## src/rtl/mips_pkg.sv

```systemverilog
// rtl/mips_pkg.sv - shared MIPS pipeline types and constants
package mips_pkg;

  // Default program-counter width
  localparam int DEF_PC_W = 32;

  // Return address of an and-link branch is the instruction after the delay slot
  localparam int LINK_OFFSET = 8;

  // Branch redirect sequencing states
  typedef enum logic {
    IDLE     = 1'b0,
    REDIRECT = 1'b1
  } redirect_state_t;

endpackage

```

## src/rtl/branch_redirect_ctrl_sat_counter.sv

```systemverilog
// rtl/branch_redirect_ctrl_sat_counter.sv - saturating event counter
module sat_counter #(
  parameter int CNT_W = 16
) (
  input  logic             clk,
  input  logic             rst_n,
  input  logic             inc,
  output logic [CNT_W-1:0] count
);

  logic [CNT_W-1:0] r_count;

  // Count up on inc, holding at all-ones instead of wrapping
  always_ff @(posedge clk or negedge rst_n) begin
    if (!rst_n) begin
      r_count <= '0;
    end else if (inc && (r_count != {CNT_W{1'b1}})) begin
      r_count <= r_count + CNT_W'(1);
    end
  end

  assign count = r_count;

endmodule

```

## src/rtl/branch_redirect_ctrl.sv

```systemverilog
// rtl/branch_redirect_ctrl.sv - registered PC redirect, wrong-path flush and link write
module branch_redirect_ctrl
  import mips_pkg::*;
#(
  parameter int PC_W  = DEF_PC_W,
  parameter int CNT_W = 16
) (
  input  logic             clk,
  input  logic             rst_n,
  input  logic             br_valid,
  input  logic             br_taken,
  input  logic             br_link,
  input  logic [PC_W-1:0]  br_target,
  input  logic [PC_W-1:0]  id_pc,
  input  logic             fetch_stall,
  output logic             pc_sel,
  output logic [PC_W-1:0]  pc_target,
  output logic             if_id_flush,
  output logic             link_we,
  output logic [PC_W-1:0]  link_data,
  output logic             busy,
  output logic             err_ds_branch,
  output logic [CNT_W-1:0] branch_cnt,
  output logic [CNT_W-1:0] taken_cnt
);

  redirect_state_t r_state;
  logic [PC_W-1:0] r_pc_target;
  logic            r_err_ds;
  logic            r_link_we;
  logic [PC_W-1:0] r_link_data;

  logic            w_redirect;
  logic            w_taken_start;

  assign w_redirect    = (r_state == REDIRECT);
  // A branch seen while redirecting is the delay slot and never starts a new redirect
  assign w_taken_start = br_valid && br_taken && !w_redirect;

  // Redirect FSM: latch target on a taken branch, hold while IF is stalled
  always_ff @(posedge clk or negedge rst_n) begin
    if (!rst_n) begin
      r_state     <= IDLE;
      r_pc_target <= '0;
      r_err_ds    <= 1'b0;
    end else begin
      case (r_state)
        IDLE: begin
          if (br_valid && br_taken) begin
            r_pc_target <= br_target;
            r_state     <= REDIRECT;
          end
        end
        REDIRECT: begin
          if (br_valid) begin
            r_err_ds <= 1'b1;
          end
          if (!fetch_stall) begin
            r_state <= IDLE;
          end
        end
        default: r_state <= IDLE;
      endcase
    end
  end

  // Link strobe for and-link branches, taken or not, one cycle after the branch
  always_ff @(posedge clk or negedge rst_n) begin
    if (!rst_n) begin
      r_link_we   <= 1'b0;
      r_link_data <= '0;
    end else begin
      r_link_we <= br_valid && br_link;
      if (br_valid && br_link) begin
        r_link_data <= id_pc + PC_W'(LINK_OFFSET);
      end
    end
  end

  sat_counter #(.CNT_W(CNT_W)) u_branch_cnt (
    .clk   (clk),
    .rst_n (rst_n),
    .inc   (br_valid),
    .count (branch_cnt)
  );

  sat_counter #(.CNT_W(CNT_W)) u_taken_cnt (
    .clk   (clk),
    .rst_n (rst_n),
    .inc   (w_taken_start),
    .count (taken_cnt)
  );

  assign pc_sel        = w_redirect;
  assign if_id_flush   = w_redirect;
  assign busy          = w_redirect;
  assign pc_target     = r_pc_target;
  assign link_we       = r_link_we;
  assign link_data     = r_link_data;
  assign err_ds_branch = r_err_ds;

endmodule
```

## config.mk

```make
export PLATFORM = sky130hd
export DESIGN_NAME = branch_redirect_ctrl
export DESIGN_NICKNAME = d
export VERILOG_FILES = /design/src/rtl/mips_pkg.sv /design/src/rtl/branch_redirect_ctrl_sat_counter.sv /design/src/rtl/branch_redirect_ctrl.sv
export SDC_FILE = /design/constraint.sdc
export NUM_CORES = 1
export LEC_CHECK = 0
export ABC_AREA = 0
export CAP_MARGIN = 30
export CORE_MARGIN = 5
export CORE_UTILIZATION = 25
export DETAILED_ROUTE_END_ITERATION = 8
export GPL_ROUTABILITY_DRIVEN = 1
export GPL_TIMING_DRIVEN = 1
export PLACE_DENSITY_LB_ADDON = 0.05
export SLEW_MARGIN = 20
export SYNTH_ARGS = -nofsm -noshare
export SYNTH_HDL_FRONTEND = slang
export SYNTH_SLANG_ARGS = --single-unit
```

## constraint.sdc

```tcl
create_clock -name clk -period 2.25 [get_ports clk]
set_input_delay 0.3375 -clock clk [delete_from_list [all_inputs] [get_ports clk]]
set_output_delay 0.3375 -clock clk [all_outputs]
set_load 0.02 [all_outputs]
```

==> summary.txt <==
Outcome
  • Outcome: finished, final reports clean

Synthesis
  • Share of the synthesized area in the top cell type: 53.70%
  • Syn_nets: 500
  • Top FF cell, synth: dfrtp_1
  • Synth area leader: dfrtp_1
  • Yosys warns: 0
  • Syn Inst Count: 427
  • Synth async-reset ratio: 100.0%
  • Syn_area_per_cell: 10.80 um2
  • Post-synthesis sequential area ratio: 53.70%
  • Synth Register Bits: 99
  • Most area-consuming cells after synthesis: dfrtp_1 (54%), mux2_2 (9.3%), xnor2_1 (4.2%)
  • Cell Area, Synth: 4613 um2
  • Post-synth cell types: 45
  • Count of flip-flops with a built-in enable after synthesis: 0

Clocking
  • CTS tree: yes
  • Bufs on Longest Clock Path: 2
  • TritonCTS Buffers: 9
  • H-tree Lvls: 3
  • Root buffer cell: clkbuf_16
  • # clock sinks: 99
  • Skew-Pair Late Insertion Delay: 0.34 ns
  • Clock Pin Slew Worst Setup and Hold Paths: 0.07 ns
  • # resized after CTS: 0
  • Setup repair bufs after CTS: 0

Detailed routing
  • Vias: 4063
  • Antenna-violating nets left: 0
  • WL/cell: 15.95 um
  • DRT iter0 DRCs: 149
  • DRC Markers: 0
  • Total Wirelength: 13.83 mm
  • Via density per instance: 4.686
  • First-pass iteration count of the detailed router: 4

Floorplanning
  • Die ar.: 21270 um2
  • Ports: 171
  • Starting Density: 25.51%
  • Die Y: 145.8 um
  • Core Rows: 49
  • Die Width: 145.8 um
  • Core Box Area: 18090 um2

Global routing
  • GRT Overall Usage: 13.00%
  • Vias in the first global route: 4136
  • Initial antenna violation count: 0
  • First-pass GRT wire length: 22.56 mm
  • Total grt overflow: 0
  • Largest net degree at the start of global routing: 49

Worst setup path
  • Worst setup EP type: flip-flop
  • R2R Path End: u_branch_cnt.count[12]$_DFFE_PN0P_
  • Crit path from: id_pc[4]
  • Worst-case reg-to-reg path depth: 4
  • R2r setup slk: 0.47 ns
  • Critical path required time: 2.52 ns
  • Startpoint types: input pin
  • Crit Path Class: input pin to flip-flop
  • CP Data Arrival Time: 2.32 ns
  • Crit-path max FO: 6
  • Reg2reg start: u_branch_cnt.count[2]$_DFFE_PN0P_

Final layout
  • Finished layout cell area: 7184 um2
  • Nets: 706
  • Most frequent cells in the layout: clkdlybuf4s50_1 (169), dfrtp_1 (99), nand2_1 (48)
  • Area growth syn-to-layout: 55.74%
  • N_diodes: 0
  • Share of cells above drive strength 1: 15.67%
  • Most common cell after layout, fill and taps aside: clkdlybuf4s50_1

STA
  • Fin crit period: 2.058 ns
  • Max Fclk: 485.9 MHz
  • Fin. max-slew vios: 0
  • Final period utilization: 91.47%
  • Least-Margin Pin Slew: 0.4898 ns
  • Layout Skew: 0.008028 ns
  • Slew Limit Headroom: 67.10%
  • Final setup fails: 0
  • RSZ-0062 raised after global routing: no
  • Hold Fails Final Rpt: 0
  • Final WS setup: 0.1919 ns
  • Setup tns final: 0 ns

Power and ir drop
  • Lkg Pwr: 2.882 nW
  • Max VDD drop: 310.2 uV
  • Cell Pwr Density: 807.4 nW/um2

Hold path
  • Hold depth: 1
  • WHS Endpoint: err_ds_branch$_DFFE_PN0P_
  • Hold path start: err_ds_branch$_DFFE_PN0P_
  • Min-Delay Path Class: flip-flop to flip-flop

Place
  • GP Congestion: 0.8210
  • Post-DP HPWL: 10.67 mm
  • Cell Area, Placed: 6864 um2
  • Number of port buffers: 170
  • Setup WS pre-CTS: -0.1688 ns

Run
  • Maxcap violations: 0
[cell usage after synthesis (4+ instances only)]
master    number
xnor2_1       22
mux2_2        38
inv_1          6
or3_1          9
a21oi_1        7
xor2_1        11
and4_1         7
o21ai_0       22
nor2_1        24
nand3_1       23
nand4_1       13
clkbuf_1      13
nor4_1         4
or4_1          7
dfrtp_1       99
o31ai_1        6
nand2_1       48
nor3_1         9
a31oi_1       16
[timing repair]
action                     CTS  global route
hold endpoints to repair    32             0
hold buffers                 1             0
setup endpoints to repair    0             0
[metrics by stage]
stage               hold slack (ns)  power (mW)  util [%]  instances
global placement             0.3217       4.214     37.95        850
global route                 0.4775       6.112     39.72        867
floorplan                   0.04191       3.172         -        427
finish                       0.4657       5.801     39.72        867
CTS                          0.4694       5.921     39.72        867
detailed placement           0.3284       4.226     37.95        850
[kinds of logic after synthesis]
family	share of synthesized area, %
AND/OR/NAND/NOR	18.23
flip-flops	53.70
AO/OA/AOI/OAI	9.113
multiplexers	9.520
XOR/XNOR	6.265
buffers and inverters	2.359
adder cells (fa/ha/maj)	0.8138
[critical path, stage by stage]
cell and delay [ns]:
clkdlybuf4s50_1 0.48, ha_1 0.19, nand3_1 0.18, or3_1 0.44
buf_4 0.19, or3_1 0.34, a31oi_1 0.17
[worst max path at each step]
stage	slack [ns]	cells after the start	to
2_1_floorplan	0.36	6	u_taken_cnt.count[1]$_DFFE_PN0P_
5_1_grt	0.12	6	link_data[29]$_DFFE_PN0P_
3_3_place_gp	-0.15	7	link_data[25]$_DFFE_PN0P_
6_report	0.19	7	link_data[25]$_DFFE_PN0P_
3_5_place_dp	-0.17	7	link_data[25]$_DFFE_PN0P_
4_1_cts	0.20	7	link_data[25]$_DFFE_PN0P_
[sequential cells by signal, summed over array words and instances, names as in the netlist]
name                count
u_branch_cnt.count     16
busy                    1
u_taken_cnt.count      16
link_data              32
err_ds_branch           1
link_we                 1
pc_target              32
[layout make-up]
| cell class | count | area, um2 |
|---|---|---|
| Tap cell | 229 | 286.5 |
| Timing Repair Buffer | 214 | 2057 |
| Clock buffer | 10 | 239.0 |
| Multi-Input combinational cell | 302 | 2027 |
| Sequential cell | 99 | 2477 |
| Inverter | 7 | 26.28 |
| Fill cell | 1773 | 10900 |
| Clock inverter | 6 | 71.32 |
[routing by layer]
metal | part of all wire [%] | wire, um | up-vias | track usage, %
li1 | - | - | 1961 | -
met1 | 45 | 6285 | 1951 | 16.32
met2 | 49 | 6759 | 138 | 22.47
met3 | 4.5 | 617 | 13 | 2.834
met4 | 1.2 | 170 | 0 | 3.846
met5 | 0 | 0 | - | 0
[report_power, final]
part	total, mW	internal [mW]	switching [mW]
sequential	2.35	2.09	0.259
clock	1.64	0.904	0.732
combinational	1.81	0.931	0.883
total	5.80	3.93	1.87
No activity file was read; power rests on OpenSTA's default activity.
==> RTL change 1: new RTL, config.mk and constraints unchanged <==
Reset style: synchronous (`rst_n`), changed in 3 clocked blocks.
--- a/src/rtl/branch_redirect_ctrl_sat_counter.sv
+++ b/src/rtl/branch_redirect_ctrl_sat_counter.sv
@@ -12,5 +12,5 @@
 
   // Count up on inc, holding at all-ones instead of wrapping
-  always_ff @(posedge clk or negedge rst_n) begin
+  always_ff @(posedge clk) begin
     if (!rst_n) begin
       r_count <= '0;
--- a/src/rtl/branch_redirect_ctrl.sv
+++ b/src/rtl/branch_redirect_ctrl.sv
@@ -39,5 +39,5 @@
 
   // Redirect FSM: latch target on a taken branch, hold while IF is stalled
-  always_ff @(posedge clk or negedge rst_n) begin
+  always_ff @(posedge clk) begin
     if (!rst_n) begin
       r_state     <= IDLE;
@@ -66,5 +66,5 @@
 
   // Link strobe for and-link branches, taken or not, one cycle after the branch
-  always_ff @(posedge clk or negedge rst_n) begin
+  always_ff @(posedge clk) begin
     if (!rst_n) begin
       r_link_we   <= 1'b0;
Function: differs if rst_n is asserted again (counterexample within 4 cycles, from zero or initial values and one cycle with rst_n low); with rst_n held inactive, the same outputs for 10 cycles.
==> RTL change 1 against the original RTL <==
- global-route usage is 1.4 points higher
- synthesized area is 2.4% lower
- sequential share of layout area is 6.0 points lower
- sequential cell count stayed put
- worst setup slack better by 0.099 ns
- final area is 3.0% lower
- wire length is 9.5% higher
- critical path depth is 2 lower
- die area is 2.2% lower
- worst hold slack worse by 0.011 ns
- fmax is 5.0% higher
- critical path type is now reg -> reg
- highest routed layer is now met5
Power is not compared: it rests on default switching activity, and its combinational part moved more than twofold at a synthesized area within 25%.
==> RTL change 1: results <==
sta:
  skew_ns: 0.00700
  tightest_slew_ns: 0.753
drt:
  route.met3.wl_mm: 1.19
  met2WireLength_mm: 7.11
  drt_iter0_markers: 250
  routed_wl_mm: 15.2
  drtPass1Iterations: 5
min_path:
  hold_end: "pc_target[7]"
  holdPathStages: 2
  min_from: "pc_target[7]"
synth:
  yosysSeqAreaShare_pct: 44.0
  yosysUniqueCellTypes: 54
  synth_xor_area_share_pct: 2.72
  netlist_instances: 550
  synth.area.top_cells: "dfxtp_1 (44%), nand2_1 (8.4%), a21oi_1 (6.8%), o21ai_0 (3.8%), nand3_1 (2.9%)"
  yosys-top-cells-count: "nand2_1 (101), dfxtp_1 (99), a21oi_1 (61), o21ai_0 (34), nand3_1 (26)"
finish:
  fill_cells: 1801
  drive_gt1_share_pct: 9.75
  multi_input_cells: 409
  layout.non_clock_buffers: 215
setup_path:
  reg2reg_to: "u_branch_cnt.count[6]"
  r2r_start: "u_branch_cnt.count[0]"
placed_design:
  hpwl_mm: 11.5
  gp_congestion: 0.822
global_route:
  grt_pass1_vias: 4635
  grt_pass1_wl_mm: 24.1
  antenna_found_initial: 1
outcome:
  status: "finished clean"
-- RTL change 1: worst max path at each step --
stage / start / endpoint / slack (ns) / cells after the start
2_1_floorplan: u_taken_cnt.count[0] / u_taken_cnt.count[4] / 0.39 / 6
3_3_place_gp: id_pc[19] / link_data[31] / 0.005 / 5
3_5_place_dp: id_pc[20] / link_data[31] / -0.01 / 5
4_1_cts: u_branch_cnt.count[0] / u_branch_cnt.count[6] / 0.29 / 5
5_1_grt: u_branch_cnt.count[0] / u_branch_cnt.count[6] / 0.21 / 5
6_report: u_branch_cnt.count[0] / u_branch_cnt.count[6] / 0.29 / 5
-- RTL change 1: critical path, cell delays in order (launching register included) --
cell and delay, ns:
dfxtp_1 0.37, ha_1 0.31, and4_1 0.30, a41o_1 0.28, or4_1 0.49, a21oi_1 0.14
-- RTL change 1: per-stage QoR --
stage,utilization (%),instance area (sq um)
after floorplan,-,4500
after global placement,37.5,6690
after detailed placement,37.5,6690
after CTS,39.0,6970
after global routing,39.0,6970
final,39.0,6970
==> RTL change 2: new RTL, same flow settings <==
Without the edit above. `DEF_PC_W`: 32 -> 16.
--- a/src/rtl/mips_pkg.sv
+++ b/src/rtl/mips_pkg.sv
@@ -3,5 +3,5 @@
 
   // Default program-counter width
-  localparam int DEF_PC_W = 32;
+  localparam int DEF_PC_W = 16;
 
   // Return address of an and-link branch is the instruction after the delay slot
Interface: changed (resized br_target, id_pc, link_data and pc_target); port bits go from 171 to 107. No check against the original RTL was run, so the function may have changed too.
==> RTL change 2 against the original RTL <==
- wire length is 42% lower
- clock power is 11% lower
- cell count is 35% lower
- combinational power is 33% lower
- total power is 26% lower
- final area is 34% lower
- clock skew is 0.0048 ns lower
- global-route usage is 1.6 points lower
- worst hold slack worse by 0.011 ns
- synthesized area is 33% lower
- sequential share of layout area is 0.80 points higher
- count of clock-buffer cells in the layout is 4 higher
- sequential cell count is 32 lower
- worst setup slack worse by 0.0027 ns
==> RTL change 2: results <==
synth:
  synth.area.top_cells: "dfrtp_1 (54%), mux2_2 (8.4%), xnor2_1 (7.4%), nand2_1 (3.0%), nand3_1 (2.8%)"
  yosysSeqAreaShare_pct: 54.4
  syn_area_per_cell_sq_um: 11.4
  synth_fa_ha_area_share_pct: 1.22
  yosys-top-cells-count: "dfrtp_1 (67), xnor2_1 (26), nand2_1 (25), mux2_2 (23), nand3_1 (17)"
  yosysUniqueCellTypes: 44
  syn-num-nets: 312
  synth-compound-area-share_pct: 5.96
  synth_xor_area_share_pct: 9.09
setup_path:
  r2r_cells: 5
  reg2reg_setup_slack_ns: 0.19
  startpoint: "u_branch_cnt.count[0]"
  slowest_stage: "or4b_1"
  max_stage_delay_ns: 0.60
  worstPathArrival_ns: 2.27
  reg2reg_to: "u_branch_cnt.count[1]"
finish:
  antenna_cells: 0
  drive_gt1_share_pct: 14.9
  nets: 433
global_route:
  grt_pass1_vias: 2448
  antenna_found_initial: 0
  grt_max_degree: 26
  grt_use_total_pct: 11.4
  met2_usage_pct: 17.0
  use_met1_pct: 14.6
  grtUsageMet3_pct: 5.45
  grt_pass1_wl_mm: 13.0
sta:
  tightest_slew_ns: 0.516
  skew_ns: 0.00319
  timing.hold.ws_ns: 0.455
placed_design:
  dp.cells: 548
  port_buffers: 106
  hpwl_mm: 6.02
  place_ws_ns: 0.0947
  dpl_cell_area_sq_um: 4430
  gp_congestion: 0.738
drt:
  route.met3.wl_um: 555
  met2WireLength_mm: 3.53
  viasPerCell: 4.26
  drt-met1-wl_mm: 3.79
  wire_per_inst_um: 14.1
outcome:
  status: "finished clean"
cts:
  clk_pin_slew_ns: 0.05
  clkLatencyLatePin_ns: 0.32
pwr:
  power_clock_mw: 1.46
  power_density_nw_per_um2: 909
  p_switching_mw: 1.28
  powerSeq_mw: 1.64
  p_leak_nw: 1.96
## RTL change 2: worst max path at each step
stage                                  to  slack, ns  cells after the start
floorplan           u_branch_cnt.count[1]       0.21                      6
global placement    u_taken_cnt.count[12]       0.11                      5
detailed placement  u_taken_cnt.count[12]       0.09                      5
CTS                 u_branch_cnt.count[1]       0.18                      5
global route        u_branch_cnt.count[1]       0.07                      5
finish              u_branch_cnt.count[1]       0.19                      5
## RTL change 2: worst reg2reg max path, cell delays in order (launching register included)
cell	delay, ns
dfrtp_1	0.41
ha_1	0.23
and4_1	0.26
or4b_1	0.60
nand2_4	0.14
mux2_4	0.29
## RTL change 2: layout make-up
type | instances | area (sq um)
multi-input cells | 187 | 1330
clock inverters | 1 | 30.0
fillers | 1207 | 7310
inverters | 8 | 30.0
flip-flops and latches | 67 | 1680
clock buffers | 14 | 284
well taps | 168 | 210
repair buffers | 119 | 1190
